`src/rtl/nbody_pkg.sv`:
```
// Shared constants and state encoding for the n-body step sequencer.
// Latencies describe the datapath this block schedules around: the getAccl
// pipeline, the AddSub units and the body RAMs.
package nbody_pkg;

    // Datapath latencies in clock cycles.
    localparam int ACCL_LATENCY = 123;
    localparam int ADD_LATENCY  = 20;
    localparam int RAM_LATENCY  = 1;

    // An inner sweep must be at least one AddSub pass long, so a velocity
    // write to v[i] lands before the next read of v[i] is issued.
    localparam int MIN_SWEEP    = ADD_LATENCY + 1;

    // Tail of each phase, waiting for the last issued item to be written back.
    localparam int DRAIN_A_LEN  = ACCL_LATENCY + ADD_LATENCY;
    localparam int DRAIN_P_LEN  = RAM_LATENCY + ADD_LATENCY;

    // Strobe alignment delays, measured from the issue strobe.
    localparam int VRD_DELAY    = ACCL_LATENCY - RAM_LATENCY;
    localparam int VWR_DELAY    = ACCL_LATENCY + ADD_LATENCY;
    localparam int PWR_DELAY    = RAM_LATENCY + ADD_LATENCY;

    // Sequencer states.
    typedef enum logic [2:0] {
        IDLE    = 3'd0,
        ACCEL   = 3'd1,
        DRAIN_A = 3'd2,
        POS     = 3'd3,
        DRAIN_P = 3'd4,
        DONE    = 3'd5
    } phase_t;

    // Coarse phase code seen by the bus wrapper: 0 idle, 1 accel, 2 pos, 3 done.
    function automatic logic [1:0] phase_code(input phase_t s);
        logic [1:0] c;
        c = 2'd0;
        case (s)
            ACCEL, DRAIN_A: c = 2'd1;
            POS, DRAIN_P:   c = 2'd2;
            DONE:           c = 2'd3;
            default:        c = 2'd0;
        endcase
        return c;
    endfunction

endpackage

```
`src/rtl/nbody_tag_delay.sv`:
```
// Fixed-depth delay line for a {valid, address} tag. Used to line up RAM
// strobes with the datapath latency. A synchronous clear empties the whole
// line in one cycle so nothing in flight survives a reset or abort.
module nbody_tag_delay #(
    parameter int DEPTH = 1,
    parameter int WIDTH = 1
) (
    input  logic             clk,
    input  logic             clr,
    input  logic             in_valid,
    input  logic [WIDTH-1:0] in_addr,
    output logic             out_valid,
    output logic [WIDTH-1:0] out_addr
);

    logic             valid_q [DEPTH];
    logic [WIDTH-1:0] addr_q  [DEPTH];

    // Shift one stage per cycle; clear drops every stage at once.
    always_ff @(posedge clk) begin
        if (clr) begin
            for (int s = 0; s < DEPTH; s++) begin
                valid_q[s] <= 1'b0;
                addr_q[s]  <= '0;
            end
        end else begin
            valid_q[0] <= in_valid;
            addr_q[0]  <= in_addr;
            for (int s = 1; s < DEPTH; s++) begin
                valid_q[s] <= valid_q[s-1];
                addr_q[s]  <= addr_q[s-1];
            end
        end
    end

    assign out_valid = valid_q[DEPTH-1];
    assign out_addr  = addr_q[DEPTH-1];

endmodule

```
`src/rtl/nbody_step_sched.sv`:
```
// Step sequencer for the n-body datapath.
// Each step runs an acceleration phase (all (i,j) pairs, j outer / i inner,
// sweeps padded with bubbles to at least MIN_SWEEP cycles so read-modify-write
// of v[i] never overlaps), drains the pipeline, then a position phase (one
// body per cycle) and its drain. Velocity and position RAM strobes are the
// issue strobes passed through fixed delay lines.
//
// Handshake toward the bus wrapper: start is a one-cycle pulse honoured only
// in IDLE; done rises at run end and stays high until a one-cycle ack pulse;
// abort returns to IDLE from any state and flushes every in-flight strobe.
module nbody_step_sched
    import nbody_pkg::*;
#(
    parameter int BODIES          = 512,
    parameter int BODY_ADDR_WIDTH = $clog2(BODIES),
    parameter int STEP_WIDTH      = 16
) (
    input  logic                       clk,
    input  logic                       rst,
    input  logic                       start,
    input  logic                       ack,
    input  logic                       abort,
    input  logic [BODY_ADDR_WIDTH:0]   num_bodies,
    input  logic [STEP_WIDTH-1:0]      num_steps,
    output logic                       busy,
    output logic                       done,
    output logic [1:0]                 phase,
    output logic                       first_step,
    output logic                       pair_valid,
    output logic [BODY_ADDR_WIDTH-1:0] pair_i,
    output logic [BODY_ADDR_WIDTH-1:0] pair_j,
    output logic                       pair_self,
    output logic                       vrd_valid,
    output logic [BODY_ADDR_WIDTH-1:0] vrd_addr,
    output logic                       vwr_valid,
    output logic [BODY_ADDR_WIDTH-1:0] vwr_addr,
    output logic                       pos_valid,
    output logic [BODY_ADDR_WIDTH-1:0] pos_rd_addr,
    output logic                       pwr_valid,
    output logic [BODY_ADDR_WIDTH-1:0] pwr_addr,
    output phase_t                     dbg_state
);

    localparam int AW = BODY_ADDR_WIDTH;
    localparam int CW = BODY_ADDR_WIDTH + 1;
    localparam int DW = $clog2(DRAIN_A_LEN + 1);

    localparam logic [CW-1:0] MIN_SWEEP_C = CW'(MIN_SWEEP);
    localparam logic [DW-1:0] DRAIN_A_END = DW'(DRAIN_A_LEN - 1);
    localparam logic [DW-1:0] DRAIN_P_END = DW'(DRAIN_P_LEN - 1);

    phase_t                state_q;
    logic [CW-1:0]         n_q;          // latched body count
    logic [STEP_WIDTH-1:0] steps_q;      // latched step count
    logic [STEP_WIDTH-1:0] step_cnt_q;
    logic [STEP_WIDTH-1:0] step_cnt_d;
    logic [CW-1:0]         sweep_q;      // inner-sweep position: i, then bubbles
    logic [AW-1:0]         j_q;
    logic [AW-1:0]         k_q;          // position-phase body index
    logic [DW-1:0]         drain_q;
    logic                  first_q;

    logic [CW-1:0]         sweep_last;
    logic [CW-1:0]         n_last;
    logic                  clr;

    // Sweep length is max(n, MIN_SWEEP); small systems get bubble padding.
    assign sweep_last = ((n_q > MIN_SWEEP_C) ? n_q : MIN_SWEEP_C) - CW'(1);
    assign n_last     = n_q - CW'(1);
    assign step_cnt_d = step_cnt_q + STEP_WIDTH'(1);
    assign clr        = rst | abort;

    // Sequencer: phase transitions, issue counters and config latch.
    always_ff @(posedge clk) begin
        if (clr) begin
            state_q    <= IDLE;
            n_q        <= '0;
            steps_q    <= '0;
            step_cnt_q <= '0;
            sweep_q    <= '0;
            j_q        <= '0;
            k_q        <= '0;
            drain_q    <= '0;
            first_q    <= 1'b0;
        end else begin
            case (state_q)
                IDLE: begin
                    if (start) begin
                        n_q        <= num_bodies;
                        steps_q    <= num_steps;
                        step_cnt_q <= '0;
                        sweep_q    <= '0;
                        j_q        <= '0;
                        k_q        <= '0;
                        drain_q    <= '0;
                        first_q    <= 1'b1;
                        if ((num_bodies <= CW'(1)) || (num_steps == '0)) begin
                            state_q <= DONE;
                        end else begin
                            state_q <= ACCEL;
                        end
                    end
                end
                ACCEL: begin
                    if (sweep_q == sweep_last) begin
                        sweep_q <= '0;
                        if ({1'b0, j_q} == n_last) begin
                            j_q     <= '0;
                            drain_q <= '0;
                            state_q <= DRAIN_A;
                        end else begin
                            j_q <= j_q + AW'(1);
                        end
                    end else begin
                        sweep_q <= sweep_q + CW'(1);
                    end
                end
                DRAIN_A: begin
                    if (drain_q == DRAIN_A_END) begin
                        drain_q <= '0;
                        k_q     <= '0;
                        state_q <= POS;
                    end else begin
                        drain_q <= drain_q + DW'(1);
                    end
                end
                POS: begin
                    if ({1'b0, k_q} == n_last) begin
                        k_q     <= '0;
                        drain_q <= '0;
                        state_q <= DRAIN_P;
                    end else begin
                        k_q <= k_q + AW'(1);
                    end
                end
                DRAIN_P: begin
                    if (drain_q == DRAIN_P_END) begin
                        drain_q    <= '0;
                        step_cnt_q <= step_cnt_d;
                        first_q    <= 1'b0;
                        if (step_cnt_d == steps_q) begin
                            state_q <= DONE;
                        end else begin
                            state_q <= ACCEL;
                        end
                    end else begin
                        drain_q <= drain_q + DW'(1);
                    end
                end
                DONE: begin
                    if (ack) begin
                        state_q <= IDLE;
                        first_q <= 1'b0;
                    end
                end
                default: state_q <= IDLE;
            endcase
        end
    end

    // Issue strobes decoded from state; addresses read as 0 when not valid.
    assign pair_valid  = (state_q == ACCEL) && (sweep_q < n_q);
    assign pair_i      = pair_valid ? sweep_q[AW-1:0] : '0;
    assign pair_j      = pair_valid ? j_q : '0;
    assign pair_self   = pair_valid && (sweep_q == {1'b0, j_q});
    assign pos_valid   = (state_q == POS);
    assign pos_rd_addr = pos_valid ? k_q : '0;

    assign busy        = (state_q != IDLE) && (state_q != DONE);
    assign done        = (state_q == DONE);
    assign phase       = phase_code(state_q);
    assign first_step  = first_q && busy;
    assign dbg_state   = state_q;

    // Velocity read lands one RAM latency ahead of ax/ay.
    nbody_tag_delay #(.DEPTH(VRD_DELAY), .WIDTH(AW)) u_vrd_dly (
        .clk       (clk),
        .clr       (clr),
        .in_valid  (pair_valid),
        .in_addr   (pair_i),
        .out_valid (vrd_valid),
        .out_addr  (vrd_addr)
    );

    // Velocity write follows the accel pipeline and one AddSub pass.
    nbody_tag_delay #(.DEPTH(VWR_DELAY), .WIDTH(AW)) u_vwr_dly (
        .clk       (clk),
        .clr       (clr),
        .in_valid  (pair_valid),
        .in_addr   (pair_i),
        .out_valid (vwr_valid),
        .out_addr  (vwr_addr)
    );

    // Position write follows the RAM read and one AddSub pass.
    nbody_tag_delay #(.DEPTH(PWR_DELAY), .WIDTH(AW)) u_pwr_dly (
        .clk       (clk),
        .clr       (clr),
        .in_valid  (pos_valid),
        .in_addr   (pos_rd_addr),
        .out_valid (pwr_valid),
        .out_addr  (pwr_addr)
    );

endmodule

```
`config.mk`:
```
export PLATFORM = sky130hd
export DESIGN_NAME = nbody_step_sched
export DESIGN_NICKNAME = d
export VERILOG_FILES = /design/src/rtl/nbody_pkg.sv /design/src/rtl/nbody_tag_delay.sv /design/src/rtl/nbody_step_sched.sv
export SDC_FILE = /design/constraint.sdc
export NUM_CORES = 2
export LEC_CHECK = 0
export CAP_MARGIN = 15
export CORE_ASPECT_RATIO = 0.75
export CORE_MARGIN = 4
export CORE_UTILIZATION = 65
export CTS_CLUSTER_SIZE = 16
export DETAILED_ROUTE_END_ITERATION = 6
export HOLD_SLACK_MARGIN = 0.05
export PLACE_DENSITY = 0.89
export SYNTH_ARGS = -nofsm -noshare
export SYNTH_HDL_FRONTEND = slang
export SYNTH_SLANG_ARGS = --single-unit
```
`constraint.sdc`:
```
create_clock -name clk -period 5.9 [get_ports clk]
set_input_delay 0.885 -clock clk [delete_from_list [all_inputs] [get_ports clk]]
set_output_delay 0.885 -clock clk [all_outputs]
set_load 0.01 [all_outputs]
```
---- Word level (Yosys, flattened, before mapping) ----
Memory sizes are Yosys's and may differ from the RTL's.
Cells that the tools add are included.
operators by class
  $add $sub $neg .......................... 7
  order comparisons ....................... 3
  equal/unequal tests ..................... 20
  muxes and demuxes ....................... 614
  bitwise gates (word level) .............. 573
  reductions and logical operators ........ 23
operator list
  kind                     count
  $mux W9                  294
  $or A1 B1 Y1             573
  $mux W1                  292
  $mux W8                  6
  $pmux W8 S5              1
  $mux W16                 2
  $pmux W16 S2             1
  $mux W10                 3
  $mux W3                  9
  $pmux W9 S3              1
  $eq A9 B10 Y1            2
  $pmux W10 S2             1
  $sub A10 B1 Y10 const B  2
  $add A9 B1 Y9 const B    2
  $pmux W3 S6              1
  $pmux W9 S2              1
  $add A16 B1 Y16 const B  1
  $eq A16 B16 Y1           1
  $logic_not A16 Y1        1
  $ne A2 B2 Y1 const B     6
  $add A10 B1 Y10 const B  1
  $eq A10 B10 Y1           1
  $eq A10 B9 Y1            1
  $gt A10 B5 Y1 const B    1
  other kinds (24)         36
storage, ports and cells
  register bits ........................... 82
  RAM bits ................................ 2860
  input port bits ......................... 31
  output and inout port bits .............. 68
  memories ................................ 6
memories
  name               depth  bits a word  read ports  clocked after Yosys merged registers in  wr ports  line                   RTL
  u_vwr_dly.addr_q   143    9            143         0                                        143       nbody_tag_delay.sv:17  logic [WIDTH-1:0] addr_q [DEPTH];
  u_vrd_dly.addr_q   122    9            122         0                                        122       nbody_tag_delay.sv:17
  u_pwr_dly.addr_q   21     9            21          0                                        21        nbody_tag_delay.sv:17
  u_vwr_dly.valid_q  143    1            143         0                                        143       nbody_tag_delay.sv:16  logic valid_q [DEPTH];
  u_vrd_dly.valid_q  122    1            122         0                                        122       nbody_tag_delay.sv:16
  u_pwr_dly.valid_q  21     1            21          0                                        21        nbody_tag_delay.sv:16

---- Depth between registers and ports, before layout ----
  depth after elaboration ................. 6
  gate-level depth with buffers ........... 18
  mapped depth without buffers ............ 15

---- Modules after synthesis ----
A second synthesis with hierarchy kept.
unflattened totals
  cells, all modules ...................... 6847
  area total of the unflattened synthesis .. 82665.5 µm²
by module, submodules not included
  module                       times used  cells an instance  area each (µm²)
  nbody_tag_delay (u_vwr_dly)  1           3028               38266.7
  nbody_tag_delay (u_vrd_dly)  1           2585               32945.3
  nbody_tag_delay (u_pwr_dly)  1           452                5734.2
  nbody_step_sched             1           782                5719.2

---- Worst setup path before layout ----
OpenSTA, ideal clock, no wires.
  path type ............................... register -> register
  start ................................... reg n_q[0]
  end ..................................... reg j_q[8]
  data arrival time ....................... 3.661 ns
  data required time ...................... 5.831 ns
  slack ................................... 2.170 ns
  cell stages (with the launch flop) ...... 18
  path buffers ............................ 3
  period minus slack after synthesis ...... 3.730 ns
  cells stage by stage .................... dfxtp_1 buf_2 inv_1 ha_1 buf_2 nor3b_1 o21ai_0 a21oi_1 ha_1 nor3b_4 nand3_1 a311oi_1 a211oi_1 or4b_4 or2_0 buf_6 o31a_1 a21oi_2
on the way
  cells in the longest elaborated chain, start to end .. 6
  elaborated cells on any way between the ends .. 11
  classes of those cells .................. 2 x add/sub; 1 x order compare; 3 x eq/ne; 4 x mux; 1 x reduce/logical
RTL lines
  what                         line                     RTL
  start, declared              nbody_step_sched.sv:53   logic [CW-1:0] n_q;
  start signal, assigned       nbody_step_sched.sv:89   n_q <= num_bodies;
  $gt A10 B5 Y1                nbody_step_sched.sv:68   assign sweep_last = ((n_q > MIN_SWEEP_C) ? n_q : MIN_SWEEP_C) - CW'(1);
  $mux W10                     nbody_step_sched.sv:68
  $sub A10 B1 Y10              nbody_step_sched.sv:68
  $eq A10 B10 Y1               nbody_step_sched.sv:105  if (sweep_q == sweep_last) begin
  $ne A2 B2 Y1 (no line)       --
  $reduce_and A3 Y1 (no line)  --
  end signal, assigned         nbody_step_sched.sv:112  j_q <= j_q + AW'(1);
  end, declared                nbody_step_sched.sv:58   logic [AW-1:0] j_q;
Parallel ways exist; a longest one is shown, timed or not. The select of a mux whose other input is x is not followed.
A chain may end at the register's enable or synchronous reset.

---- Worst setup path in the final report ----
  start ................................... reg n_q[2]
  end ..................................... out pair_j[3]
on the way
  cells in the longest elaborated chain, start to end .. 3
RTL lines
  what                 line                     RTL
  $lt A10 B10 Y1       nbody_step_sched.sv:162  assign pair_valid = (state_q == ACCEL) && (sweep_q < n_q);
  $logic_and A1 B1 Y1  nbody_step_sched.sv:162
  $mux W9              nbody_step_sched.sv:164  assign pair_j = pair_valid ? j_q : '0;
  end, declared        nbody_step_sched.sv:31   output logic [BODY_ADDR_WIDTH-1:0] pair_j,
No other way between the ends.

==> metrics.md <==
| Metric | Value |
|---|---|
| Outcome | `finished, final reports clean` |
| Register bit total from synthesis | `1722` |
| Synth area leaders | `dfxtp_1 69%, and2_1 21%, clkbuf_1 1.7%` |
| Routed wire length | `79.9 mm` |
| Commonest non-fill, non-tap cell in the layout | `dfxtp_1` |
| Area growth syn-to-layout | `12.2%` |
| First-pass GRT wire length | `134 mm` |
| Met2 Use GR | `32.5%` |
| Htree depth | `4` |
| Post-detail-place hpwl | `38.2 mm` |
| Drt wl/cell | `14.8 microns` |
| Max_cap viols | `0` |
| Max VDD drop | `0.312 mV` |
| Crit path setup slack, layout | `1.06 ns` |
| Rel. slew slack | `between 20% and 30%` |
| Hold Crit Class | `flip-flop to flip-flop` |
| Starting DRT DRC Count | `roughly 1600` |
| Final core occ | `74.0%` |
| R2r worst-path depth | `14` |
| Post-cts sizing count | `0` |
| Num rows | `87` |
| Synthesized net count | `4333` |
| DR vias/cell | `4.81` |
| Synth top area share | `69.1%` |
| Port Buffers | `98` |
| Crit. End Element | `output port` |
| Mapped Cells | `between 4000 and 5000` |
| # DRC | `0` |
| CTS tree | `built` |
| Global route total overflow | `0` |
| Max clock buf depth | `3` |
| CTS Sinks | `1722` |
| CTS Buf Count | `140` |
| Crit Path Category | `flip-flop to output port` |
| GR peak layer | `met2` |
| Met1 Usage GRT | `27.4%` |
| Post-synth EDFFs | `0` |
| CP max FO | `14` |
| Min Hold Slack | `0.409 ns` |
| Initial antenna violation count | `0` |
| Syn. warnings | `0` |
| R2r setup slk | `1.47 ns` |
| Setup violators final | `0` |
| CP peak stage delay | `0.75 ns` |
| Post-synth cell types | `just under 70` |
| GRT Total Usage | `20.1%` |
| Fillers | `about 4500` |
| Final hold violation count | `0` |
| Worst-margin pin slew | `1.07 ns` |
| Hold path cells | `1` |
| CTS clk-pin slew, worst paths | `about 0.070 ns` |
| Hold buffer count at cts | `0` |
| Static Leak | `0.0228 uW` |
| Layout cells sized above 1 | `around 6.0%` |
| Vias in the first global route | `between 20000 and 30000` |
| Post-route antenna net violation count | `0` |
| NumNets Final | `4329` |
| Pwr Density | `383 nW/um^2` |
| Post-synth top flop | `dfxtp_1` |
| Cell mode on critical path | `a21o_1` |
| Post-CTS Setup Bufs | `0` |
| Tmin final | `4.84 ns` |
| GPL Wtd Cong | `0.888` |
| Achievable frequency | `207 MHz` |
| Initial Util | `65.9%` |
| Die H | `roughly 250 microns` |
| Critical Path RT | `5.02 ns` |
| Largest area contributor in the netlist | `dfxtp_1` |
| I/O pins | `99` |
| Fraction of registers with async set/reset | `0%` |
| RSZ-0062 raised after global routing | `false` |
| Die X-Extent | `328 microns` |
| Critical Path AT | `3.95 ns` |
| Pre-CTS WS | `1.55 ns` |
| Root Driver | `clkbuf_16` |
| Seq/Total Area, Yosys | `69.1%` |
| Via count | `26000` |
| TritonRoute pass-1 iters | `6` |
| Core Area | `75700 sq um` |
| Syn Std Cell Area | `49900 sq um` |
| Diode count | `0` |
| Startpoint Class | `flip-flop` |
| Met3 Resource Use GR | `3.73%` |
| Slowest CP cell | `dfxtp_1` |
| Clock Latency Late Sink | `0.72 ns` |
| Final Max Tran Viols | `0` |
| Tcrit/Tclk final | `between 80% and 90%` |
| DIE AREA | `a little over 80000 sq um` |
| Commonest cells after routing, fill and taps aside | `1722 x dfxtp_1, 1658 x and2_1, 142 x clkbuf_16` |
| Crit-path cells | `inv_1, ha_1, a21o_1, a21o_1, a21oi_1, o211ai_1, nand2_1, and2_1, clkdlybuf4s50_1` |
| Largest net degree at the start of global routing | `302` |
| Post-Route Setup TNS | `0 ns` |
| Syn Area/Cell | `11.6 sq um` |
| Skew final | `0.0187 ns` |
-- worst paths after layout --
| kind | from | to |
|---|---|---|
| worst max register to register | n_q[0] | sweep_q[5] |
| worst min register to register | u_vwr_dly.addr_q[7][65] | u_vwr_dly.addr_q[7][74] |
| worst min-delay path | u_vwr_dly.addr_q[7][65] | u_vwr_dly.addr_q[7][74] |
| worst max-delay path | n_q[2] | pair_j[3] |
-- per-layer routing --
layer / vias up / wire length (microns)
met5: - / 0
met4: 0 / 1800
met3: 142 / 3510
met2: 479 / 37000
met1: 12100 / 37600
li1: 13300 / -
-- registers in the layout (all words and copies together), names as in the netlist --
signal / count
steps_q: 16
u_vrd_dly.addr_q: 7
u_pwr_dly.valid_q: 21
u_pwr_dly.addr_q: 189
step_cnt_q: 16
u_vrd_dly.valid_q: 91
n_q: 10
dbg_state: 3
drain_q: 8
k_q: 9
u_vwr_dly.addr_q: 1280
sweep_q: 10
u_vwr_dly.valid_q: 52
first_q: 1
j_q: 9
-- kinds of logic (layout without fill, tap and decap cells) --
| family | count (synthesis) | in the layout | synth area share [%] |
|---|---|---|---|
| AND/OR/NAND/NOR | 1987 | 1987 | 24.1 |
| flip-flops | 1722 | 1722 | 69.1 |
| AO/OA/AOI/OAI | 190 | 190 | 2.39 |
| buffers and inverters | 287 | 390 | 2.50 |
| XOR/XNOR | 76 | 76 | 1.36 |
| multiplexers | 2 | 2 | 0.0401 |
| adder cells (fa/ha/maj) | 19 | 19 | 0.477 |
-- worst max-delay path: cells and delay by family, from the launching register on --
kind                     cells  cell delay, ns
AO/OA/AOI/OAI                4            0.84
adder cells (fa/ha/maj)      1            0.32
buffers and inverters        2            0.66
flip-flops                   1            0.75
AND/OR/NAND/NOR              2            0.65
-- synth_stat cells (all sizes together) (4+ instances only) --
library cell,count
o211ai,6
and3,20
or3,9
nand2b,4
a311oi,5
ha,19
nand3b,7
inv,28
nand4,15
nand3,41
a22oi,5
xor2,32
a21o,5
nand2,101
and2,1659
o21a,7
and4,4
nor3b,6
buf,38
dfxtp,1722
a31oi,16
nor2,59
clkbuf,221
xnor2,43
or2,8
a211oi,7
a21oi,77
nor3,26
nor4,16
o21ai,29
-- power by group --
part	switching, uW	internal (uW)	total (uW)
sequential	15.4	11600	11600
combinational	227	91.8	319
clock	4090	5380	9470
total	4330	17100	21400
-- final cells by class --
cell class / instances / area [sq um] / area share, %
Inverter: 28 / 105 / 0.188
Clock inverter: 43 / 583 / 1.04
Multi-Input combinational cell: 2274 / 14200 / 25.3
Clock buffer: 206 / 4200 / 7.51
Tap cell: 1023 / 1280 / 2.29
Sequential cell: 1722 / 34500 / 61.6
Timing Repair Buffer: 113 / 1180 / 2.10
-- through the flow --
step / power (uW) / area, sq um / std cells
5_1_grt: 22100 / 56000 / 5409
4_1_cts: 21600 / 56000 / 5408
6_report: 21400 / 56000 / 5409
2_1_floorplan: 12100 / 49900 / 4283
3_5_place_dp: 12200 / 51200 / 5159
3_3_place_gp: 12200 / 51200 / 5159
(Power assumes the default switching activity.)
